$ cat config.mk
export PLATFORM = sky130hd
export DESIGN_NAME = text_console_writer
export DESIGN_NICKNAME = d
export VERILOG_FILES = /design/src/rtl/text_console_writer_pkg.sv /design/src/rtl/text_console_writer.sv
export SDC_FILE = /design/constraint.sdc
export NUM_CORES = 1
export LEC_CHECK = 0
export BUFFER_PORTS_ARGS = -buffer_cell sky130_fd_sc_hd__buf_2
export CAP_MARGIN = 20
export CORE_MARGIN = 10
export CORE_UTILIZATION = 40
export DETAILED_ROUTE_END_ITERATION = 16
export GPL_ROUTABILITY_DRIVEN = 0
export PLACE_DENSITY = 0.67
export SLEW_MARGIN = 10
export SYNTH_ARGS = -nofsm -noshare
export SYNTH_HDL_FRONTEND = slang
export SYNTH_SLANG_ARGS = --single-unit
export TNS_END_PERCENT = 10
$ cat constraint.sdc
create_clock -name clk -period 8.2 [get_ports clk]
set_input_delay 1.64 -clock clk [delete_from_list [all_inputs] [get_ports clk]]
set_output_delay 1.64 -clock clk [all_outputs]
set_load 0.01 [all_outputs]
$ cat src/rtl/text_console_writer_pkg.sv
// Shared text-mode constants: screen geometry, control codes, blank cell,
// glyph geometry for the renderer, and the writer FSM state type.
package text_console_writer_pkg;

    localparam int TEXT_COLS        = 80;
    localparam int TEXT_ROWS        = 60;
    localparam int TEXT_ADDR_WIDTH  = 13;
    localparam int TEXT_CELL_WIDTH  = 16;
    localparam int GLYPH_WIDTH      = 8;
    localparam int GLYPH_HEIGHT     = 8;

    localparam logic [7:0] CHAR_BS    = 8'h08;
    localparam logic [7:0] CHAR_LF    = 8'h0A;
    localparam logic [7:0] CHAR_FF    = 8'h0C;
    localparam logic [7:0] CHAR_CR    = 8'h0D;
    localparam logic [7:0] CHAR_SPACE = 8'h20;

    localparam logic [7:0]  DEFAULT_CLEAR_COLOUR = 8'h0F;
    localparam logic [15:0] BLANK_CELL           = {DEFAULT_CLEAR_COLOUR, CHAR_SPACE};

    typedef enum logic [1:0] {
        IDLE,
        CLEAR_ROW,
        CLEAR_ALL
    } state_e;

    // row*80 + col built from shifts so no multiplier is needed.
    function automatic logic [12:0] cell_addr(input logic [5:0] row, input logic [6:0] col);
        cell_addr = ({7'd0, row} << 6) + ({7'd0, row} << 4) + {6'd0, col};
    endfunction

endpackage

$ cat src/rtl/text_console_writer.sv
// Character-stream to text-buffer writer: places printable codes at the cursor,
// handles BS/LF/FF/CR, and blanks rows or the whole screen with a write per cycle.
module text_console_writer
    import text_console_writer_pkg::*;
#(
    parameter int COLS                                  = TEXT_COLS,
    parameter int ROWS                                  = TEXT_ROWS,
    parameter int TEXT_DATA_WIDTH                       = 8,
    parameter int TEXT_COLOUR_WIDTH                     = 8,
    parameter logic [TEXT_COLOUR_WIDTH-1:0] CLEAR_COLOUR = DEFAULT_CLEAR_COLOUR
) (
    input  logic                         clk,
    input  logic                         rst,
    input  logic                         in_valid,
    output logic                         in_ready,
    input  logic [TEXT_DATA_WIDTH-1:0]   in_char,
    input  logic [TEXT_COLOUR_WIDTH-1:0] in_colour,
    output logic                         wr_en,
    output logic [12:0]                  wr_addr,
    output logic [15:0]                  wr_data,
    output logic [6:0]                   cursor_col,
    output logic [5:0]                   cursor_row,
    output logic                         busy
);

    localparam logic [6:0]  LAST_COL  = 7'(COLS - 1);
    localparam logic [5:0]  LAST_ROW  = 6'(ROWS - 1);
    localparam logic [12:0] LAST_CELL = 13'(ROWS * COLS - 1);
    localparam logic [15:0] BLANK     = 16'({CLEAR_COLOUR, CHAR_SPACE});

    state_e      state_q, state_d;
    logic [6:0]  col_q, col_d;
    logic [5:0]  row_q, row_d;
    logic [12:0] clr_addr_q, clr_addr_d;
    logic [12:0] clr_last_q, clr_last_d;
    logic        wr_en_q, wr_en_d;
    logic [12:0] wr_addr_q, wr_addr_d;
    logic [15:0] wr_data_q, wr_data_d;
    logic [5:0]  next_row;

    assign next_row = (row_q == LAST_ROW) ? 6'd0 : row_q + 6'd1;

    always_comb begin
        // NOTE: every variable gets a default first so no path infers a latch.
        state_d    = state_q;
        col_d      = col_q;
        row_d      = row_q;
        clr_addr_d = clr_addr_q;
        clr_last_d = clr_last_q;
        wr_en_d    = 1'b0;
        wr_addr_d  = wr_addr_q;
        wr_data_d  = wr_data_q;

        unique case (state_q)
            IDLE: begin
                if (in_valid) begin
                    case (8'(in_char))
                        CHAR_CR: col_d = 7'd0;
                        CHAR_LF: begin
                            col_d      = 7'd0;
                            row_d      = next_row;
                            state_d    = CLEAR_ROW;
                            clr_addr_d = cell_addr(next_row, 7'd0);
                            clr_last_d = cell_addr(next_row, LAST_COL);
                        end
                        CHAR_BS: begin
                            if (col_q != 7'd0) begin
                                col_d     = col_q - 7'd1;
                                wr_en_d   = 1'b1;
                                wr_addr_d = cell_addr(row_q, col_q - 7'd1);
                                wr_data_d = BLANK;
                            end
                        end
                        CHAR_FF: begin
                            state_d    = CLEAR_ALL;
                            clr_addr_d = 13'd0;
                            clr_last_d = LAST_CELL;
                        end
                        default: begin
                            wr_en_d   = 1'b1;
                            wr_addr_d = cell_addr(row_q, col_q);
                            wr_data_d = 16'({in_colour, in_char});
                            if (col_q == LAST_COL) begin
                                col_d      = 7'd0;
                                row_d      = next_row;
                                state_d    = CLEAR_ROW;
                                clr_addr_d = cell_addr(next_row, 7'd0);
                                clr_last_d = cell_addr(next_row, LAST_COL);
                            end else begin
                                col_d = col_q + 7'd1;
                            end
                        end
                    endcase
                end
            end
            CLEAR_ROW, CLEAR_ALL: begin
                wr_en_d    = 1'b1;
                wr_addr_d  = clr_addr_q;
                wr_data_d  = BLANK;
                clr_addr_d = clr_addr_q + 13'd1;
                if (clr_addr_q == clr_last_q) begin
                    state_d = IDLE;
                    if (state_q == CLEAR_ALL) begin
                        col_d = 7'd0;
                        row_d = 6'd0;
                    end
                end
            end
            default: state_d = CLEAR_ALL;
        endcase
    end

    // NOTE: state registers use non-blocking assignments so all update together at the edge.
    always_ff @(posedge clk) begin
        if (rst) begin
            state_q    <= CLEAR_ALL;
            col_q      <= 7'd0;
            row_q      <= 6'd0;
            clr_addr_q <= 13'd0;
            clr_last_q <= LAST_CELL;
            wr_en_q    <= 1'b0;
            wr_addr_q  <= 13'd0;
            wr_data_q  <= 16'd0;
        end else begin
            state_q    <= state_d;
            col_q      <= col_d;
            row_q      <= row_d;
            clr_addr_q <= clr_addr_d;
            clr_last_q <= clr_last_d;
            wr_en_q    <= wr_en_d;
            wr_addr_q  <= wr_addr_d;
            wr_data_q  <= wr_data_d;
        end
    end

    assign in_ready   = (state_q == IDLE);
    assign busy       = (state_q != IDLE);
    assign wr_en      = wr_en_q;
    assign wr_addr    = wr_addr_q;
    assign wr_data    = wr_data_q;
    assign cursor_col = col_q;
    assign cursor_row = row_q;

endmodule

==> results.yml, run 1 <==
clock_network:
  clk_pin_slew_ns: 0.06
  cts_hold_buf: 0
  cts_made_buffers: 9
  clk_latency_ns: 0.34
  htree_levels: 3
  cts_tree: "yes"
  cts_root_buf: "clkbuf_16"
  ctsResizeCount: 0
  cts_buffer_depth: 2
  clock_sinks: 67
  postCtsSetupBuffers: 0
yosys:
  async_flop_share_pct: 0
  ys_seq_elements: 67
  synth-edff-count: 0
  syn_area_um2: 4540
  avgSynthCellArea_um2: 7.68
  synth_nets: 632
  synth_cells: 591
  ys_warn_count: 0
  synth_cell_types: 67
  ys.flop_type: "dfxtp_1"
  ys_seq_area_share_pct: 29.6
setup_path:
  crit_arrival_ns: 4.91
  path_max_fanout: 13
  crit_path_end_kind: "flop"
  cp_data_required_time_ns: 8.42
  path_class: "in -> reg"
  startpoint_type: "input pin"
power_and_ir_drop:
  power_density_nw_per_um2: 147
  p_int_mw: 0.581
  power_frac_comb_pct: 3.9
  p_clk_share_pct: 52.7
  switching_power_mw: 0.183
  seq_power_share_pct: 43.4
  p_leak_nw: 2.12
  vdd_drop_max_v: 0.0000884
  p_sw_share_pct: 24.0
global_route:
  grt_overflow_total: 0
  grt_pass1_wl_um: 21600
  grt_max_degree: 56
  antenna_found_initial: 0
  grt_pass1_vias: 4241
  grt_usage_pct: 16.2
floorplanning:
  die_y_um: 127
  die_area_um2: 16000
  start_util_pct: 41.3
  core_um2: 11000
  rows: 38
  die_x_um: 127
  pin_count: 64
final_layout:
  mostFrequentLayoutCells: "68 x nand2_1, 67 x dfxtp_1, 63 x buf_2"
  final_nets: 666
  syn2layout_area_growth_pct: 14.6
  drive_gt1_share_pct: 16.0
  layout_commonest_cell: "nand2_1"
  diodes: 0
  num-fill-cells: 1086
status:
  outcome: "completed"
drt:
  vias: 4471
  drc: 0
  wl_per_cell_um: 17.2
  first_pass_iters: 5
  drtIter0Drc: 421
  viasPerCell: 5.81
  drtAntennaViolNets: 0
  routed_wl_um: 13200
sta:
  post-route-min-period_ns: 4.68
  skew_ns: 0.00593
  fmax_mhz: 214
  maxSlewViolCount: 0
  max_slew_margin_pct: 24.7
  fin_crit_sh_pct: 57.1
  worst_slew_pin_slew_ns: 1.12
  setup_ws_ns: 3.52
  fin_setup_tns_ns: 0
  grt_setup_unrepaired: "no"
  setup_viol: 0
  final_hold_viol_count: 0
worst_hold_path:
  hold_path_class: "reg -> reg"
run:
  maxCapViolCount: 0
placement:
  pre_cts_ws_ns: 3.16
  io_buffers: 63
  hpwl_um: 9340
==> cell families after synthesis <==
kind of cell             synth area share (%)
multiplexers                             3.14
XOR/XNOR                                 7.34
AO/OA/AOI/OAI                            21.4
adder cells (fa/ha/maj)                  6.56
buffers and inverters                    6.01
flip-flops                               29.6
AND/OR/NAND/NOR                          26.0
==> critical path, stage by stage <==
cell and delay, ns:
buf_2 0.11, or3b_1 0.41, nor3_2 0.27, nand2b_1 0.22, inv_1 0.34, nand3_1 0.20
xnor2_1 0.18, ha_1 0.19, inv_1 0.06, fa_1 0.37, nor2b_1 0.15, o21ai_0 0.11
nor2_1 0.17, nand2_1 0.09, xnor2_1 0.14, o211ai_1 0.17, a21oi_1 0.08
==> area by class of cell <==
| class | instances | area, µm² | area share (%) |
|---|---|---|---|
| Multi-Input combinational cell | 458 | 2940 | 56.5 |
| Sequential cell | 67 | 1340 | 25.8 |
| Timing Repair Buffer | 66 | 350 | 6.74 |
| Clock buffer | 9 | 225 | 4.33 |
| Tap cell | 140 | 175 | 3.37 |
| Inverter | 23 | 86.3 | 1.66 |
| Clock inverter | 7 | 83.8 | 1.61 |
==> Yosys cell counts (all sizes together), types with 3 or more instances <==
library cell  instances  area share (%)
nor2b                 5            0.69
and3                  4            0.55
a21oi                46             5.2
o221ai                3            0.58
a211oi                7             1.2
a31oi                 3            0.41
nor3                 26             3.0
or3                   3            0.41
o211ai                7             1.2
nand2                68             5.6
ha                   19             5.2
xnor2                18             3.5
o21a                  3            0.50
nor4b                 4            0.77
o22ai                 6            0.83
nor2                 54             4.5
buf                  16             1.9
inv                  22             1.8
o21ai                25             2.8
clkbuf               27             2.2
xor2                 20             3.9
a32o                  3            0.66
nor4                  7             1.1
o31ai                 4            0.66
o221a                 4            0.99
nand4                 3            0.41
o211a                 3            0.66
fa                    3             1.3
o41ai                 3            0.58
and2                  4            0.55
a21o                  7             1.2
mux2i                12             2.6
dfxtp                67              30
nand3b                3            0.50
or2                   7            0.97
a2bb2oi               4            0.77
nand2b                9             1.2
nand3                33             3.8
==> power groups by stage <==
stage                     registers, mW  clock network, mW  logic, mW
after global routing              0.332              0.425     0.0327
after global placement            0.339                  0     0.0271
after floorplan                   0.340                  0     0.0157
final                             0.332              0.403     0.0295
after CTS                         0.332              0.410     0.0281
after detailed placement          0.339                  0     0.0280
==> layer usage <==
metal	wire, µm	GRT usage (%)	vias to the layer above
met3	840	4.08	27
met2	6220	26.6	160
met1	5830	19.6	2112
met5	0	0	-
li1	-	-	2172
met4	349	7.03	0
==> worst paths after layout <==
kind	from	to	slack (ns)	cells after the start
setup reg to reg	cursor_row[0]	clr_last_q[12]	4.38	12
hold reg to reg	wr_data[12]	wr_data[12]	0.45	2
hold / removal	wr_data[12]	wr_data[12]	0.45	2
setup / recovery	in_char[5]	wr_addr[10]	3.52	17
==> metrics by stage <==
step | util, % | instance area, µm² | hold WS [ns] | std cells | power, mW
detailed placement | 44.2 | 4860 | 0.444 | 753 | 0.367
global route | 47.3 | 5200 | 0.476 | 770 | 0.790
CTS | 47.1 | 5170 | 0.452 | 769 | 0.770
finish | 47.3 | 5200 | 0.449 | 770 | 0.764
floorplan | - | 4540 | 0.469 | 591 | 0.356
global placement | 44.2 | 4860 | 0.438 | 753 | 0.366
==> registers in the layout, indices dropped and copies added (netlist names) <==
name / cells
wr_data: 16
state_q: 2
cursor_col: 7
clr_last_q: 9
wr_en: 1
wr_addr: 13
clr_addr_q: 13
cursor_row: 6
Note: power is estimated with default switching activity, not from simulation.
==> run 2: changes to the inputs <==
Settings changed: ABC_AREA set to 1.
Clock period 8.2 ns to 4.45 ns, I/O delays scaled along.
==> results.yml, run 2 <==
sta:
  whs_ns: 0.463
  skew_ns: 0.00321
  post-route-min-period_ns: 3.27
  maxSlewViolCount: 0
  max_slew_margin_pct: 44.2
  fin_crit_sh_pct: 73.4
  grt_setup_unrepaired: "no"
  setup_viol: 0
  fmax_mhz: 306
  worst_slew_pin_slew_ns: 0.831
  fin_setup_tns_ns: 0
  final_hold_viol_count: 0
  setup_ws_ns: 1.18
power_and_ir_drop:
  p_sw_share_pct: 21.9
  power_frac_comb_pct: 3.8
  seq_power_share_pct: 44.5
  p_int_mw: 1.07
  p_total_mw: 1.37
  p_leak_nw: 2.36
  switching_power_mw: 0.300
  vdd_drop_max_v: 0.000228
  p_clk_share_pct: 51.6
  power_density_nw_per_um2: 260
setup_path:
  cp_data_required_time_ns: 4.70
  reg2reg_from: "cursor_row[0]"
  crit_arrival_ns: 3.52
  rr_endpoint: "clr_last_q[11]"
  reg2regPathDepth: 19
  startpoint_type: "input pin"
  crit_path_end_kind: "flop"
  path_class: "in -> reg"
  r2r_slack_ns: 1.43
  path_max_fanout: 12
drt:
  vias: 4618
  first_pass_iters: 7
  wl_per_cell_um: 15.2
  routed_wl_um: 12900
  drtAntennaViolNets: 0
  drtIter0Drc: 274
  viasPerCell: 5.42
  drc: 0
placement:
  io_buffers: 63
  pre_cts_ws_ns: 0.922
  hpwl_um: 9860
floorplanning:
  pin_count: 64
  die_x_um: 127
  rows: 39
  die_area_um2: 16200
  core_um2: 11300
  die_y_um: 127
  start_util_pct: 40.5
clock_network:
  cts_made_buffers: 9
  cts_buffer_depth: 2
  htree_levels: 3
  cts_hold_buf: 0
  clk_latency_ns: 0.33
  clk_pin_slew_ns: 0.05
  clock_sinks: 67
  postCtsSetupBuffers: 0
  cts_root_buf: "clkbuf_16"
  ctsResizeCount: 0
  cts_tree: "yes"
final_layout:
  largest_reg_flops: 16
  syn2layout_area_growth_pct: 14.9
  diodes: 0
  drive_gt1_share_pct: 20.5
  utilization_pct: 46.6
  final_nets: 745
  mostFrequentLayoutCells: "109 x nand2_1, 68 x nor2_1, 67 x dfxtp_1"
  layout_commonest_cell: "nand2_1"
worst_hold_path:
  whs_endpoint: "wr_data[6]"
  hold_path_depth: 2
  min_from: "wr_data[6]"
  hold_path_class: "reg -> reg"
global_route:
  grt_pass1_wl_um: 21600
  antenna_found_initial: 0
  grt_max_degree: 36
  grt_overflow_total: 0
  grt_usage_pct: 15.7
  grt_pass1_vias: 4471
yosys:
  synth_area_leaders: "dfxtp_1 29%, nand2_1 8.9%, a21oi_1 7.2%"
  synth-edff-count: 0
  avgSynthCellArea_um2: 7.04
  yosys-top-cells-count: "109 x nand2_1, 68 x nor2_1, 67 x dfxtp_1"
  async_flop_share_pct: 0
  ys.flop_type: "dfxtp_1"
  synth_nets: 693
  yosysMostFrequentCell: "nand2_1"
  synth_top_cell_area_share_pct: 29.2
  ys_seq_elements: 67
  synth_cells: 652
  synth_top_area_cell: "dfxtp_1"
  syn_area_um2: 4590
  ys_warn_count: 0
  ys_seq_area_share_pct: 29.2
  synth_cell_types: 48
run:
  maxCapViolCount: 0
status:
  outcome: "completed"
[run 2: changes by cell type after synthesis, moves of 9 or more]
| cell | before | now |
|---|---|---|
| a21oi_1 | 45 | 66 |
| mux2i_1 | 12 | 0 |
| nor2_1 | 54 | 68 |
| nand2_2 | 0 | 11 |
| nand2_1 | 68 | 109 |
| o21ai_0 | 25 | 57 |
| inv_2 | 0 | 14 |
| clkbuf_1 | 27 | 12 |
| nand2_4 | 0 | 9 |
| nor3_1 | 25 | 14 |
| nand2b_1 | 9 | 0 |
| inv_1 | 22 | 59 |
| xnor2_1 | 18 | 3 |
[run 2: metal layers]
layer	part of all wire [%]	GRT usage (%)
met2	45	26.0
met1	46	19.5
met5	0	0
met4	2.1	5.69
met3	6.8	3.56
[run 2: through the flow]
| stage | cells | cell area [µm²] |
|---|---|---|
| finish | 852 | 5270 |
| floorplan | 652 | 4590 |
| global route | 852 | 5270 |
| global placement | 836 | 4980 |
| detailed placement | 836 | 4980 |
| CTS | 852 | 5270 |
[run 2: worst max path at each step]
stage,from,end,slack [ns],depth (start not counted)
finish,in_char[5],wr_addr[12],1.18,18
global route,in_char[5],wr_addr[12],0.87,18
floorplan,in_char[5],wr_addr[12],1.40,16
CTS,in_char[5],wr_addr[12],1.24,18
detailed placement,in_char[7],wr_addr[12],0.92,18
global placement,in_char[1],wr_addr[12],1.00,18
[run 2: cells by family after synthesis]
logic type	Yosys count	share of synthesized area (%)
DFF	67	29.2
xor gates and xnor gates	25	5.18
and+or+nand+nor	273	29.7
adders and majority gates	22	6.49
AOI/OAI and AO/OA	163	20.1
buffers and inverters	102	9.32
[run 2: cell type report]
| cell class | instances | area, µm² |
|---|---|---|
| multi-input combinational | 483 | 2820 |
| sequential | 67 | 1340 |
| timing repair buffer | 67 | 345 |
| fill | 1158 | 6050 |
| tap | 143 | 179 |
| clock buffer | 11 | 243 |
| inverter | 76 | 290 |
| clock inverter | 5 | 52.6 |
[run 2: worst max-delay path, stage by stage]
cell and delay [ns]:
buf_2 0.11, nor2_1 0.13, nand2_2 0.11, nor3_2 0.13, buf_4 0.21, inv_2 0.08
nor2_1 0.14, o21bai_1 0.13, ha_1 0.18, inv_1 0.05, fa_1 0.39, nor2_1 0.11
o21ai_0 0.12, nor2_1 0.17, nand3_1 0.12, o21ai_0 0.20, o211ai_1 0.11, a21oi_1 0.14
[run 2: power groups by stage]
stage | Combinational (mW) | Clock (mW) | Sequential, mW
after CTS | 0.0523 | 0.712 | 0.611
after global placement | 0.0506 | 0 | 0.623
after floorplan | 0.0272 | 0 | 0.625
after detailed placement | 0.0521 | 0 | 0.624
final | 0.0526 | 0.708 | 0.611
after global routing | 0.0583 | 0.740 | 0.611
